<file path="config.mk">
export PLATFORM = sky130hd
export DESIGN_NAME = ms_tmr_nch_apb
export DESIGN_NICKNAME = d
export VERILOG_FILES = /design/src/rtl/ms_tmr_nch_apb.sv
export SDC_FILE = /design/constraint.sdc
export NUM_CORES = 2
export LEC_CHECK = 0
export ABC_AREA = 0
export BUFFER_PORTS_ARGS = -buffer_cell sky130_fd_sc_hd__clkbuf_2
export CAP_MARGIN = 20
export CELL_PAD_IN_SITES_DETAIL_PLACEMENT = 1
export CELL_PAD_IN_SITES_GLOBAL_PLACEMENT = 1
export CORE_UTILIZATION = 45
export DETAILED_ROUTE_END_ITERATION = 16
export GPL_ROUTABILITY_DRIVEN = 0
export MAX_ROUTING_LAYER = met4
export PLACE_DENSITY = 0.86
export SETUP_SLACK_MARGIN = 0.15
export SLEW_MARGIN = 10
export SYNTH_ARGS = -nofsm -noshare
export SYNTH_HDL_FRONTEND = slang
export SYNTH_SLANG_ARGS = --single-unit
export TNS_END_PERCENT = 10
</file>
<file path="constraint.sdc">
create_clock -name clk_i -period 20.5 [get_ports clk_i]
set_input_delay 2.05 -clock clk_i [delete_from_list [all_inputs] [get_ports clk_i]]
set_output_delay 2.05 -clock clk_i [all_outputs]
set_load 0.005 [all_outputs]
</file>
<file path="src/rtl/ms_tmr_nch_apb.sv">
// APB peripheral with NCH independent timer/PWM channels and one shared prescaler.
// Each channel counts up or down, in periodic or one-shot mode, and flags a
// compare match. PERIOD and CMP writes go to shadow registers, which are copied
// to the active registers on the channel wrap, so PWM edits are glitch-free.
module ms_tmr_nch_apb #(
  parameter int NCH   = 4,
  parameter int W     = 32,
  parameter int PSC_W = 8
) (
  input  logic           clk_i,
  input  logic           rst_i,
  input  logic           PSEL,
  input  logic           PENABLE,
  input  logic           PWRITE,
  input  logic [31:0]    PADDR,
  input  logic [31:0]    PWDATA,
  output logic [31:0]    PRDATA,
  output logic           PREADY,
  output logic           PSLVERR,
  output logic [NCH-1:0] pwm_out,
  output logic           irq
);

  localparam int         NB    = 2 * NCH;
  localparam logic [4:0] NCH_L = 5'(NCH);

  typedef enum logic [1:0] {R_COUNT, R_PERIOD, R_CMP, R_CTRL} ch_reg_e;

  // CTRL layout, MSB first: [4] POL, [3] PWM_EN, [2] DOWN, [1] ONESHOT, [0] EN
  typedef struct packed {
    logic pol;
    logic pwm_en;
    logic down;
    logic oneshot;
    logic en;
  } ctrl_t;

  logic [W-1:0]     count      [NCH];
  logic [W-1:0]     period_sh  [NCH];
  logic [W-1:0]     period_act [NCH];
  logic [W-1:0]     cmp_sh     [NCH];
  logic [W-1:0]     cmp_act    [NCH];
  ctrl_t            ctrl       [NCH];
  logic [PSC_W-1:0] psc, psc_cnt;
  logic [NB-1:0]    ris, im, ris_set, ris_clr;

  logic             acc, wr, tick;
  logic [11:0]      addr;
  logic [3:0]       ch_idx;
  ch_reg_e          ch_reg;
  logic             in_ch, is_psc, is_ris, is_mis, is_im, is_icr, mapped;
  logic [NCH-1:0]   ch_wr, run, wrap;
  logic [W-1:0]     wdata;
  ctrl_t            wctrl;
  logic             unused_bits;

  assign wdata       = PWDATA[W-1:0];
  assign wctrl       = ctrl_t'(PWDATA[4:0]);
  assign tick        = (psc_cnt == psc);
  assign PREADY      = 1'b1;
  assign PSLVERR     = acc & ~mapped;
  assign irq         = |(ris & im);
  assign unused_bits = ^{PADDR[31:12], PWDATA};

  // Address decode of the current APB access.
  always_comb begin
    // NOTE: every variable gets a default at the top of the block, so no path can leave it unassigned and infer a latch.
    acc    = PSEL & PENABLE;
    wr     = acc & PWRITE;
    addr   = PADDR[11:0];
    ch_idx = addr[7:4];
    ch_reg = ch_reg_e'(addr[3:2]);
    in_ch  = (addr[11:8] == 4'd0) && (addr[1:0] == 2'd0) && ({1'b0, ch_idx} < NCH_L);
    is_psc = (addr == 12'h100);
    is_ris = (addr == 12'h200);
    is_mis = (addr == 12'h204);
    is_im  = (addr == 12'h208);
    is_icr = (addr == 12'h20C);
    mapped = in_ch | is_psc | is_ris | is_mis | is_im | is_icr;
  end

  // Per-channel strobes: register write, count step, wrap condition, flag sets.
  always_comb begin
    ch_wr   = '0;
    run     = '0;
    wrap    = '0;
    ris_set = '0;
    for (int i = 0; i < NCH; i++) begin
      ch_wr[i]       = wr & in_ch & (ch_idx == 4'(i));
      run[i]         = tick & ctrl[i].en;
      wrap[i]        = ctrl[i].down ? (count[i] == '0) : (count[i] == period_act[i]);
      ris_set[2*i]   = run[i] & wrap[i];
      ris_set[2*i+1] = run[i] & (count[i] == cmp_act[i]);
    end
    ris_clr = (wr && is_icr) ? PWDATA[NB-1:0] : '0;
  end

  // Read mux; unmapped addresses return a recognisable pattern.
  always_comb begin
    PRDATA = 32'hDEADBEEF;
    if (in_ch) begin
      PRDATA = '0;
      for (int i = 0; i < NCH; i++) begin
        if (ch_idx == 4'(i)) begin
          case (ch_reg)
            R_COUNT:  PRDATA[W-1:0] = count[i];
            R_PERIOD: PRDATA[W-1:0] = period_sh[i];
            R_CMP:    PRDATA[W-1:0] = cmp_sh[i];
            R_CTRL:   PRDATA[4:0]   = ctrl[i];
            default:  PRDATA        = '0;
          endcase
        end
      end
    end else if (is_psc) begin
      PRDATA              = '0;
      PRDATA[PSC_W-1:0]   = psc;
    end else if (is_ris) begin
      PRDATA              = '0;
      PRDATA[NB-1:0]      = ris;
    end else if (is_mis) begin
      PRDATA              = '0;
      PRDATA[NB-1:0]      = ris & im;
    end else if (is_im) begin
      PRDATA              = '0;
      PRDATA[NB-1:0]      = im;
    end else if (is_icr) begin
      PRDATA              = '0;
    end
  end

  // Shared prescaler: tick in the cycle psc_cnt reaches PSC; a PSC write restarts it.
  always_ff @(posedge clk_i or posedge rst_i) begin
    // NOTE: state is updated with non-blocking assignments so every flop samples pre-edge values.
    if (rst_i) begin
      psc     <= '0;
      psc_cnt <= '0;
    end else if (wr && is_psc) begin
      psc     <= PWDATA[PSC_W-1:0];
      psc_cnt <= '0;
    end else if (tick) begin
      psc_cnt <= '0;
    end else begin
      psc_cnt <= psc_cnt + 1'b1;
    end
  end

  // Channel state: shadow/active registers, counter, control and PWM output.
  always_ff @(posedge clk_i or posedge rst_i) begin
    if (rst_i) begin
      // NOTE: these arrays are per-channel flops rather than RAM, so they can and must be cleared by reset.
      for (int i = 0; i < NCH; i++) begin
        count[i]      <= '0;
        period_sh[i]  <= '0;
        period_act[i] <= '0;
        cmp_sh[i]     <= '0;
        cmp_act[i]    <= '0;
        ctrl[i]       <= '0;
        pwm_out[i]    <= 1'b0;
      end
    end else begin
      for (int i = 0; i < NCH; i++) begin
        if (ch_wr[i] && ch_reg == R_PERIOD) begin
          period_sh[i] <= wdata;
          if (!ctrl[i].en) period_act[i] <= wdata;
        end else if (!ctrl[i].en || (run[i] && wrap[i])) begin
          period_act[i] <= period_sh[i];
        end

        if (ch_wr[i] && ch_reg == R_CMP) begin
          cmp_sh[i] <= wdata;
          if (!ctrl[i].en) cmp_act[i] <= wdata;
        end else if (!ctrl[i].en || (run[i] && wrap[i])) begin
          cmp_act[i] <= cmp_sh[i];
        end

        if (ch_wr[i] && ch_reg == R_CTRL && wctrl.en && !ctrl[i].en) begin
          count[i] <= wctrl.down ? period_act[i] : '0;
        end else if (run[i]) begin
          if (!wrap[i])               count[i] <= ctrl[i].down ? count[i] - 1'b1 : count[i] + 1'b1;
          else if (!ctrl[i].oneshot)  count[i] <= ctrl[i].down ? period_sh[i] : '0;
        end

        if (ch_wr[i] && ch_reg == R_CTRL) begin
          ctrl[i] <= wctrl;
        end else if (run[i] && wrap[i] && ctrl[i].oneshot) begin
          ctrl[i].en <= 1'b0;
        end

        pwm_out[i] <= ctrl[i].pwm_en ? ((count[i] < cmp_act[i]) ^ ctrl[i].pol) : ctrl[i].pol;
      end
    end
  end

  // Interrupt flags: hardware set takes priority over a write-1-clear in the same cycle.
  always_ff @(posedge clk_i or posedge rst_i) begin
    if (rst_i) begin
      ris <= '0;
      im  <= '0;
    end else begin
      ris <= (ris & ~ris_clr) | ris_set;
      if (wr && is_im) im <= PWDATA[NB-1:0];
    end
  end

endmodule

</file>
# --- After elaboration in Yosys (flattened, before gate mapping) ---
# Index checks and enable logic that the tools add are counted.
totals:
  ff_bits: 696
  latchBits: 0
  ramBits: 0
  mem_bits_ro: 0
  out_inout_bits: 39
  n_memories: 0
classes:
  add_sub_neg: 9
  n_mul: 0
  div: 0
  magnitude_cmp: 5
  n_eq_ne: 32
  n_shift: 0
  mux: 85
  n_bitwise: 34
  n_reduce_logical: 78
ops:
  columns: ["op", "count"]
  rows:
  - ["32-bit two-way mux", 58]
  - ["27-bit case mux with 3 select lines", 4]
  - ["32-bit equality test", 8]
  - ["32-bit by 1-bit adder with 32-bit output, second input constant", 4]
  - ["32-bit logical NOT", 4]
  - ["32-bit less-than comparator", 4]
  - ["32-bit by 1-bit subtractor with 32-bit output, second input constant", 4]
  - ["5-bit case mux with 4 select lines", 4]
  - ["12-bit by 10-bit equality test with 1-bit output, second input constant", 4]
  - ["1-bit logical AND", 33]
  - ["2-bit nonzero test", 16]
  - ["8-bit two-way mux", 3]
  - ["2-bit AND reduction", 12]
  - ["1-bit bitwise AND", 20]
  - ["8-bit bitwise AND", 2]
  - ["1-bit two-way mux", 16]
  - ["2-bit inequality test, second input constant", 8]
  - ["12-bit by 9-bit equality test with 1-bit output, second input constant", 1]
  - ["3-bit by 2-bit inequality test with 1-bit output, second input constant", 4]
  - ["8-bit by 1-bit adder with 8-bit output, second input constant", 1]
  - ["4-bit by 2-bit equality test with 1-bit output, second input constant", 2]
  - ["8-bit equality test", 1]
  - ["4-bit logical NOT", 2]
  - ["8-bit NOT", 1]
  - ["12 further kinds", 27]

# --- Logic depth before layout (Yosys ltp) ---
logic_depth:
  ltp_word: 10
  ltp_mapped: 14
  ltp_nobuf: 13

# --- Worst setup path after synthesis ---
# No wires, ideal clock.
synth_path:
  path_kind: "in2out"
  start: "input PADDR[2]"
  end: "output PRDATA[25]"
  arrival_ns: 4.360
  required_ns: 18.450
  slack_ns: 14.090
  path_stages: 9
  path_buffers: 5
  path_cell_list: "clkbuf_1 buf_2 buf_2 buf_2 buf_1 mux2i_1 o21ai_0 a221oi_1 o21ai_0"
synth_via:
  elab_chain_len: 10
synth_lines:
  columns: ["element", "line_no", "rtl"]
  rows:
  - ["start: declaration", "15", "input logic [31:0] PADDR,"]
  - ["2-bit equality test, or another cell as far along", "105", "case (ch_reg)"]
  - ["27-bit case mux with 3 select lines", "105", null]
  - ["32-bit two-way mux", "104", "if (ch_idx == 4'(i)) begin"]
  - ["27-bit case mux with 3 select lines", "105", null]
  - ["32-bit two-way mux", "104", null]
  - ["27-bit case mux with 3 select lines", "105", null]
  - ["32-bit two-way mux", "104", null]
  - ["27-bit case mux with 3 select lines", "105", null]
  - ["32-bit two-way mux", "104", null]
  - ["32-bit two-way mux (*)", "101", "if (in_ch) begin"]
  - ["end: declaration", "17", "output logic [31:0] PRDATA,"]
# Mark *: on every way between the ends. The rest lies on a longest branch, timed or not.

# --- Worst setup path in the final report ---
layout_path:
  start: "input PADDR[5]"
  end: "output PRDATA[9]"
layout_via:
  elab_chain_len: 9
layout_lines:
  columns: ["element", "line_no"]
  rows:
  - ["4-bit logical NOT", "104"]
  - ["32-bit two-way mux", "104"]
  - ["27-bit case mux with 3 select lines", "105"]
  - ["32-bit two-way mux", "104"]
  - ["27-bit case mux with 3 select lines", "105"]
  - ["32-bit two-way mux", "104"]
  - ["27-bit case mux with 3 select lines", "105"]
  - ["32-bit two-way mux", "104"]
  - ["32-bit two-way mux (*)", "101"]
# Marked as above.

==> results.cfg <==
[layout]
area_growth_syn_to_layout_pct = 10.40
instances_no_fill = 6102
fin_area_um2 = 47510
nets = 5081
drive_gt1_share_pct = 12.12

[synth]
yosysMostFrequentCell = nand2_1
synth_fp_nets = 5100
synth_xor_area_share_pct = 5.169
yosysTopAreaCell = dfrtp_1
synth_top_family_by_area = compound AO/OA/AOI/OAI gates
synth_flop_cell = dfrtp_1
yosysUniqueCellTypes = 81
synth_edf_count = 0
synth_seq_cells = 696
synth-warning-count = 0
synth_top_cell_area_share_pct = 40.47
synth.avg_cell_area_um2 = 9.007
async_flop_share_pct = 100.0
synth.area.mux_share_pct = 9.254
yosys.area_share.adder_pct = 7.425
ys_top_cells_by_area = dfrtp_1, ha_1, nand2_1, mux2_2, nor2_1
synth_cells = 4778
synth_commonest_cells = nand2_1, dfrtp_1, nor2_1
synth_area_um2 = 43040
synthSimpleGateAreaFrac_pct = 16.77
synth-compound-area-share_pct = 17.03
ys_seq_area_share_pct = 40.47

[clock_network]
cts_max_level = 3
cts_buffer_depth = 3
cts.hold.buffers_added = 0
cts-resized-gates = 0
root_buffer = clkbuf_16
cts_setup_buffers = 0
cts_tree = done
clock_latency_ns = 0.67
numCtsBuffers = 81
cts_num_sinks = 696
path_clk_slew_ns = 0.06

[route]
wl_met1_um = 65970
dr.pass1.iters = 5
vias = 40400
wl_per_cell_um = 28.41
route.detailed.drc = 0
route.met2.wl_um = 76170
highest_layer = met4
drtIter0Drc = 4558
ant_nets = 0
dr_wl_met3_um = 18270
viasPerCell = 6.620
wirelength_um = 173400

[worst_setup_path]
reg2reg_depth = 13
r2r_setup_slack_ns = 15.84
cp_max_fo = 24
crit_path_start_kind = input pin
worstReg2RegEnd = count[126]$_DFFE_PP0P_
required_ns = 18.45
arrival_ns = 6.36
reg2reg_from = ctrl[17]$_DFFE_PP0N_
end_kind = output port
worstSetupPathType = input pin to output port

[floorplanning]
boundaryPins = 108
chipHeight_um = 311.3
die-area_um2 = 96880
core-area_um2 = 94870
start_util_pct = 45.36
die_w_um = 311.3
rows = 113

[timing]
max_freq_ghz = 0.1189
rsz0062_at_grt = no
setup_viol = 0
hold_viol = 0
slew-limit-headroom_pct = 25.90
finClkSkew_ns = 0.03194
worst_pin_slew_ns = 1.109
fin_setup_tns_ns = 0
period_needed_ns = 8.410
min_period_over_period_pct = 41.03
slew_viol_final = 0

[global_routing]
grt_usage_pct = 36.49
grt_pass1_vias = 41930
grt_pass1_wl_um = 263300
grt-ovfl-total = 0
grt_max_degree = 164
antenna_found_initial = 15

[place]
placed_cells_incl_taps = 5939
placed_area_um2 = 44770
hpwlAfterDp_um = 117300
port_buffers = 86

[hold_path]
worst_hold_path.endpoint = cmp_act[18]$_DFFE_PP0P_
worstHoldStart = cmp_act[18]$_DFFE_PP0P_
hp-class = register to register
hold_depth = 1

[power_and_ir_drop]
p_leak_nw = 22.21
power_density_nw_per_um2 = 95.84
ir_worst_vdd_v = 0.00006807

[outcome]
status = finished, final reports clean

[run]
cap_violations = 0
## cells in the final DEF, fill, tap and decap left out, types with 52 or more instances in the layout
cell type	netlist	routed
a21o_1	82	82
a21oi_1	267	264
a221oi_1	60	60
a31oi_1	198	198
buf_4	1	67
clkbuf_16	0	83
clkbuf_2	0	84
dfrtp_1	696	695
ha_1	249	249
inv_1	169	168
mux2_2	212	212
mux2i_1	102	102
nand2_1	744	743
nand3_1	149	149
nand4_1	64	64
nor2_1	384	376
nor3_1	65	64
nor4_1	53	52
o21ai_0	284	284
xnor2_1	120	120
xor2_1	134	134
## worst max-delay path, stage by stage
cell	delay, ns
clkbuf_2	0.36
nor3_1	0.32
buf_4	0.24
nand2b_1	0.57
nor2_1	0.39
nand3b_1	0.49
nand3_1	0.95
o21ai_0	0.69
clkbuf_2	0.27
## worst max path at each step
stage / from / endpoint / cells past startpoint
floorplan: rst_i / cmp_act[0]$_DFFE_PP0P_ / 1
global placement: PADDR[5] / PRDATA[10] / 9
detailed placement: PADDR[5] / PRDATA[9] / 9
CTS: PADDR[5] / PRDATA[9] / 9
global route: PADDR[5] / PRDATA[10] / 9
finish: PADDR[5] / PRDATA[9] / 9
## final cells by class
| class | instances | area [um^2] |
|---|---|---|
| clock inverters | 30 | 296.5 |
| multi-input cells | 3653 | 24110 |
| well taps | 1265 | 1583 |
| clock buffers | 120 | 2396 |
| repair buffers | 157 | 1036 |
| flip-flops and latches | 696 | 17420 |
| diodes | 11 | 27.53 |
| fillers | 10840 | 47360 |
| inverters | 170 | 641.9 |
## kinds of logic after synthesis
kind of cell	after synthesis
buf+inv	429
xor+xnor	254
fa+ha+maj	253
compound gates	1172
mux	343
other cells	1
flops	696
simple gates	1630
## state kept, by name, summed over array words and instances, names as in the netlist
register	count
cmp_act	128
cmp_sh	128
count	128
ctrl	20
im	8
period_act	128
period_sh	128
psc	8
psc_cnt	8
pwm_out	4
ris	8
## stage by stage
stage | power [mW] | util (%) | worst slack (ns) | hold WS [ns]
detailed placement | 3.003 | 47.19 | 12.62 | 0.4784
floorplan | 2.558 | - | 8.924 | 0.4515
CTS | 4.514 | 50.03 | 12.52 | 0.4911
global placement | 2.924 | 47.15 | 12.72 | 0.4704
global route | 4.732 | 50.08 | 12.14 | 0.5045
finish | 4.554 | 50.08 | 12.09 | 0.4893
## report_power, final
group | total, mW | switching [mW] | internal [mW] | leakage, nW
registers | 1.68 | 0.218 | 1.46 | 9.28
logic | 1.37 | 0.814 | 0.554 | 11.6
clock network | 1.51 | 0.632 | 0.873 | 1.34
total | 4.55 | 1.66 | 2.89 | 22.2
## layer usage
metal	up-vias	GRT usage (%)
met5	-	-
met1	20460	44.72
met4	0	23.05
met3	674	8.991
met2	2156	53.90
li1	17110	-
Power figures use the tool's default switching activity.
